## src/rtl/multi_hart_clint.sv

```systemverilog
// Multi-hart core-local interruptor: per-hart msip/mtimecmp registers plus a shared prescaled mtime.
// Latency: one cycle from handshake to registered response (resp_valid_o or exc_valid_o).
// Backpressure: none; ready_o is high in every cycle outside reset, one request accepted per cycle.
//
// Ports:
//   clk, reset                 clock (rising edge) and asynchronous active-high reset
//   addr_i, valid_i, byte_en_i request byte address, valid strobe and access size
//   wr_i, wr_data_i            store select and store data (WORD stores use [31:0])
//   ready_o                    request accepted when valid_i & ready_o
//   data_o, resp_valid_o       load data / success strobe, one cycle after the handshake
//   exc_valid_o, exc_code_o    fault strobe and cause (7 store fault, 5 load fault)
//   msi_irq_o, mti_irq_o       per-hart software and timer interrupt levels

package multi_hart_clint_pkg;
  typedef enum logic [1:0] {
    BYTE        = 2'd0,
    HALF_WORD   = 2'd1,
    WORD        = 2'd2,
    DOUBLE_WORD = 2'd3
  } mem_access_size_t;
endpackage

module multi_hart_clint
  import multi_hart_clint_pkg::*;
#(
  parameter int unsigned NUM_HARTS = 2,
  parameter int unsigned TICK_DIV  = 1,
  parameter logic [63:0] BASE_ADDR = 64'h0000_0000_0001_0000
) (
  input  logic                 clk,
  input  logic                 reset,
  input  logic [63:0]          addr_i,
  input  logic                 valid_i,
  input  mem_access_size_t     byte_en_i,
  input  logic                 wr_i,
  input  logic [63:0]          wr_data_i,
  output logic                 ready_o,
  output logic [63:0]          data_o,
  output logic                 resp_valid_o,
  output logic                 exc_valid_o,
  output logic [4:0]           exc_code_o,
  output logic [NUM_HARTS-1:0] msi_irq_o,
  output logic [NUM_HARTS-1:0] mti_irq_o
);

  localparam int PW = 17;
  localparam logic [PW-1:0] PRESC_MAX = PW'(TICK_DIV - 1);
  localparam logic [63:0] MSIP_END  = 64'(4 * NUM_HARTS);
  localparam logic [63:0] CMP_BASE  = 64'h4000;
  localparam logic [63:0] CMP_END   = 64'h4000 + 64'(8 * NUM_HARTS);
  localparam logic [63:0] MTIME_OFF = 64'hBFF8;
  localparam logic [4:0]  EXC_LOAD  = 5'd5;
  localparam logic [4:0]  EXC_STORE = 5'd7;

  logic [NUM_HARTS-1:0] msip_q, msip_d;
  logic [63:0]          mtimecmp_q [NUM_HARTS];
  logic [63:0]          mtimecmp_d [NUM_HARTS];
  logic [63:0]          mtime_q, mtime_d;
  logic [PW-1:0]        presc_q, presc_d;
  logic                 resp_valid_q, resp_valid_d;
  logic                 exc_valid_q, exc_valid_d;
  logic [4:0]           exc_code_q, exc_code_d;
  logic [63:0]          data_q, data_d;

  logic [63:0] off;
  logic        in_base, hit_msip, hit_cmp, hit_mtime;
  logic        msip_ok, wide_ok, legal, req, wr_ok, tick;
  logic        is_word, sel_hi;
  logic [5:0]  hart;
  logic        msip_bit;
  logic [63:0] reg64, rd_val, wr64;

  assign off       = addr_i - BASE_ADDR;
  assign in_base   = addr_i >= BASE_ADDR;
  assign hit_msip  = in_base && (off < MSIP_END);
  assign hit_cmp   = in_base && (off >= CMP_BASE) && (off < CMP_END);
  assign hit_mtime = in_base && (off[63:3] == MTIME_OFF[63:3]);
  // CMP_BASE is 512-byte aligned, so the mtimecmp hart index is simply off[8:3].
  assign hart      = hit_msip ? off[7:2] : off[8:3];
  assign is_word   = (byte_en_i == WORD);
  assign sel_hi    = off[2];

  assign msip_ok = hit_msip && (off[1:0] == 2'b00) && is_word;
  assign wide_ok = (hit_cmp || hit_mtime) &&
                   (((off[2:0] == 3'd0) && (is_word || (byte_en_i == DOUBLE_WORD))) ||
                    ((off[2:0] == 3'd4) && is_word));
  assign legal   = msip_ok || wide_ok;
  assign ready_o = ~reset;
  assign req     = valid_i && ready_o;
  assign wr_ok   = req && legal && wr_i;
  assign tick    = (presc_q == PRESC_MAX);

  // Select the addressed register; index compared per hart to stay width-clean for any NUM_HARTS.
  always_comb begin
    msip_bit = 1'b0;
    reg64    = mtime_q;
    for (int h = 0; h < NUM_HARTS; h++) begin
      if (hart == 6'(h)) begin
        msip_bit = msip_q[h];
        if (hit_cmp) reg64 = mtimecmp_q[h];
      end
    end
  end

  always_comb begin
    rd_val = reg64;
    if (msip_ok)      rd_val = {63'b0, msip_bit};
    else if (is_word) rd_val = sel_hi ? {32'b0, reg64[63:32]} : {32'b0, reg64[31:0]};
    // WORD stores merge into the untouched half of the current value.
    wr64 = wr_data_i;
    if (is_word) wr64 = sel_hi ? {wr_data_i[31:0], reg64[31:0]} : {reg64[63:32], wr_data_i[31:0]};
  end

  always_comb begin
    msip_d     = msip_q;
    mtimecmp_d = mtimecmp_q;
    presc_d    = tick ? '0 : presc_q + PW'(1);
    mtime_d    = tick ? mtime_q + 64'd1 : mtime_q;
    for (int h = 0; h < NUM_HARTS; h++) begin
      if (wr_ok && msip_ok && (hart == 6'(h))) msip_d[h] = wr_data_i[0];
      if (wr_ok && hit_cmp && (hart == 6'(h))) mtimecmp_d[h] = wr64;
    end
    // An mtime store overrides this cycle's increment and restarts the prescaler.
    if (wr_ok && hit_mtime) begin
      mtime_d = wr64;
      presc_d = '0;
    end
    resp_valid_d = req && legal;
    exc_valid_d  = req && !legal;
    exc_code_d   = (req && !legal) ? (wr_i ? EXC_STORE : EXC_LOAD) : 5'd0;
    data_d       = (req && legal && !wr_i) ? rd_val : 64'd0;
  end

  always_ff @(posedge clk or posedge reset) begin
    if (reset) begin
      msip_q       <= '0;
      for (int h = 0; h < NUM_HARTS; h++) mtimecmp_q[h] <= '1;
      mtime_q      <= '0;
      presc_q      <= '0;
      resp_valid_q <= 1'b0;
      exc_valid_q  <= 1'b0;
      exc_code_q   <= '0;
      data_q       <= '0;
    end else begin
      msip_q       <= msip_d;
      mtimecmp_q   <= mtimecmp_d;
      mtime_q      <= mtime_d;
      presc_q      <= presc_d;
      resp_valid_q <= resp_valid_d;
      exc_valid_q  <= exc_valid_d;
      exc_code_q   <= exc_code_d;
      data_q       <= data_d;
    end
  end

  assign data_o       = data_q;
  assign resp_valid_o = resp_valid_q;
  assign exc_valid_o  = exc_valid_q;
  assign exc_code_o   = exc_code_q;
  assign msi_irq_o    = msip_q;

  always_comb begin
    for (int h = 0; h < NUM_HARTS; h++) mti_irq_o[h] = (mtime_q >= mtimecmp_q[h]);
  end

endmodule

```

## config.mk

```make
export PLATFORM = sky130hd
export DESIGN_NAME = multi_hart_clint
export DESIGN_NICKNAME = d
export VERILOG_FILES = /design/src/rtl/multi_hart_clint.sv
export SDC_FILE = /design/constraint.sdc
export NUM_CORES = 1
export LEC_CHECK = 0
export ABC_CLOCK_PERIOD_IN_PS = 18050
export BUFFER_PORTS_ARGS = -buffer_cell sky130_fd_sc_hd__buf_4
export CORE_MARGIN = 2
export CORE_UTILIZATION = 50
export DETAILED_ROUTE_END_ITERATION = 6
export PLACE_DENSITY = 0.75
export SLEW_MARGIN = 10
export SYNTH_ARGS = -nofsm -noshare
export SYNTH_HDL_FRONTEND = slang
export SYNTH_SLANG_ARGS = --single-unit
```

## constraint.sdc

```tcl
create_clock -name clk -period 18.05 [get_ports clk]
set_input_delay 1.805 -clock clk [delete_from_list [all_inputs] [get_ports clk]]
set_output_delay 1.805 -clock clk [all_outputs]
set_load 0.02 [all_outputs]
```

==> results.json <==
{
  "min_period_ps": 6182,
  "critical_path_arrival_ps": 6640,
  "fin_skew_ps": 43.65,
  "dpl.hpwl_um": 48560,
  "setup_tns_ps": 0,
  "initial_core_util_pct": 50.53,
  "r2r_start": "presc_q[0]$_DFF_PP0_",
  "synth_cells": 2199,
  "max_stage_delay_ps": 980,
  "drt_iter0_drc": 2155,
  "yosysTopAreaCell": "dfrtp_1",
  "ctsHtreeMaxLevel": 1,
  "stdcell_area_um2": 22160,
  "max_freq_mhz": 161.7,
  "ant_nets": 0,
  "min_period_over_period_pct": 34.25,
  "cp_data_required_time_ps": 18500,
  "antenna_found_initial": 0,
  "synth_common_cells": "nand2_1, o21ai_0, nor2_1",
  "portBuffers": 207,
  "endpoint_kind": "flip-flop",
  "pre_cts_ws_ps": 11360,
  "synth_area_leaders": "dfrtp_1, dfstp_2, ha_1",
  "yosys.cell_count.top_type": "nand2_1",
  "clockBufferDepth": 3,
  "netlist_area_um2": 18990,
  "r2r-end": "mtime_q[36]$_DFFE_PP0P_",
  "max-vdd-ir-drop_uv": 57.95,
  "crit_chain": "buf_4 -> inv_1 -> ha_1 -> or4b_2 -> o32a_1 -> o22a_1 -> a211o_1 -> or4b_1 -> nor4b_2 -> nand3_2 -> o21ai_0 -> a21oi_1 -> o221a_2",
  "crit_buf_inv": 2,
  "rrSetupSlack_ps": 13800,
  "synth.top_cell.area_share_pct": 19.77,
  "clk-insertion-delay-late_ps": 610,
  "cp_top_family": "simple AND/OR/NAND/NOR gates",
  "placed_area_um2": 20990,
  "avgSynthCellArea_um2": 8.635,
  "critPathSlowestCell": "nand3_2",
  "cts_made_buffers": 31,
  "synth_cell_types": 75,
  "path_max_fanout": 34,
  "grt_setup_unrepaired": "false",
  "grt-ovfl-total": 0,
  "cts.repair.resized": 0,
  "drv_slew": 0,
  "criticalPathCategory": "in2reg",
  "drc_errors": 0,
  "layoutNonFillerInstCount": 2900,
  "io_pins": 210,
  "cts_tree": "built",
  "tightest_slew_ps": 1203,
  "finalSetupViolCount": 0,
  "rows": 71,
  "holdBufCountCts": 0,
  "post_drt_wl_per_cell_um": 23.44,
  "final_hold_viol_count": 0,
  "root_buffer": "clkbuf_16",
  "seq_area_um2": 7117,
  "synthArstFlopShare_pct": 100.0,
  "multiInputGateArea_um2": 10880,
  "area_growth_pct": 16.68,
  "nets": 2631,
  "grt_util_all_layers_pct": 34.19,
  "die-area_um2": 39550,
  "synth_warnings": 0,
  "hold_start": "mtimecmp_q[112]$_DFFE_PP1P_",
  "fp.dieH_um": 198.9,
  "slew_headroom_pct": 19.77,
  "drt-total-wl_um": 67980,
  "fillCellCount": 3305,
  "hold_end": "mtimecmp_q[112]$_DFFE_PP1P_",
  "antennaDiodeCount": 0,
  "clkSinkCount": 278,
  "grt_pass1_vias": 17921,
  "placedCellCount": 2842,
  "synth_edf_count": 0,
  "yosysSeqAreaShare_pct": 37.48,
  "status": "finished clean",
  "whs_path_depth": 2,
  "leakage_nw": 9.036,
  "synthFlopType": "dfrtp_1",
  "grt_max_degree": 86,
  "gp_congestion": 0.9866,
  "final_layout_size_suffix_gt1_share_pct": 21.85,
  "powerDensity_nw_per_um2": 65.49,
  "grt_pass1_wl_um": 103500,
  "viasPerCell": 6.269,
  "worst_setup_path_start_kind": "input pin",
  "max_cap_viol_count": 0,
  "vias": 18180,
  "cts_setup_buffers": 0,
  "r2r_cells": 12,
  "first_pass_iters": 5,
  "hold_ws_ps": 471.5,
  "core_um2": 37580,
  "path_clk_slew_ps": 60,
  "ys_seq_elements": 278,
  "hold_class": "reg2reg",
  "setup_slack_ps": 11870,
  "fp.dieW_um": 198.9
}
-- tightest hold or removal path, stage by stage, from the launching register on --
cell	delay [ps]
dfstp_2	370
nand2_1	40
o21ai_1	50
-- kinds of logic (layout without fill, tap and decap cells) --
logic type                 count (synthesis)  count (layout)  share of synthesized area [%]
and+or+nand+nor                          776             776                          20.13
AOI/OAI and AO/OA                        534             534                          16.56
DFF                                      278             278                          37.48
buffers and inverters                    259             448                          5.482
adders and majority gates                133             133                          8.763
muxes                                    132             132                          7.597
xor gates and xnor gates                  86              86                          3.967
other                                      1               2                        0.01975
-- metrics by stage --
step           power (mW)  utilization (%)
4_1_cts             1.450            58.96
6_report            1.451            58.96
2_1_floorplan      0.6807                -
5_1_grt             1.486            58.96
3_3_place_gp       0.7372            55.87
3_5_place_dp       0.7379            55.87
-- layout by cell type, fill, tap and decap left out, types with 13 or more instances in the layout --
cell type  count
nand2_1      280
buf_4        237
o21ai_0      200
nor2_1       154
inv_1        152
dfrtp_1      150
ha_1         133
a21oi_1      132
dfstp_2      128
mux2_2        65
mux2i_1       59
nand4_1       52
xnor2_1       49
nor4_1        40
nand3_1       39
o22ai_1       39
xor2_1        37
nor3_1        35
and3_1        35
nand2b_1      34
clkbuf_16     31
a21o_1        29
nor2b_1       21
o31ai_1       20
o21a_1        16
or4_1         15
o21ai_1       15
a31oi_1       13
-- power by group --
part	internal, mW	total [mW]	switching, mW
combinational	0.0363	0.106	0.0693
sequential	0.625	0.625	0.000122
clock	0.437	0.721	0.283
-- flip-flops by register name (all words and copies together), names as in the netlist --
| register | count |
|---|---|
| data_o | 64 |
| exc_code_o | 2 |
| msi_irq_o | 2 |
| mtime_q | 64 |
| mtimecmp_q | 128 |
| presc_q | 17 |
| resp_valid_o | 1 |
-- cell type report --
class	instances	area share (%)
timing repair buffer	237	8.030
sequential	278	32.12
multi-input combinational	1663	49.09
clock buffer	39	3.863
clock inverter	19	1.384
tap	511	2.886
inverter	153	2.626
-- layer usage --
| layer | track usage, % | vias to the layer above | wire [um] |
|---|---|---|---|
| li1 | - | 8138 | - |
| met1 | 46.49 | 8802 | 27820 |
| met2 | 52.56 | 1010 | 29680 |
| met3 | 7.138 | 230 | 7243 |
| met4 | 15.12 | 0 | 3231 |
| met5 | 0 | - | 0 |
-- how the worst max path moves through the flow --
stage               startpoint                       to  slack [ps]  cells after the start
global placement    addr_i[17]      data_o[0]$_DFF_PP0_       11370                     13
floorplan                reset  mtime_q[62]$_DFFE_PP0P_        7760                      9
detailed placement  addr_i[17]      data_o[0]$_DFF_PP0_       11360                     13
CTS                 addr_i[17]      data_o[0]$_DFF_PP0_       11920                     13
global route        addr_i[21]      data_o[0]$_DFF_PP0_       11580                     11
finish              addr_i[17]      data_o[0]$_DFF_PP0_       11870                     13
(Power assumes the default switching activity.)
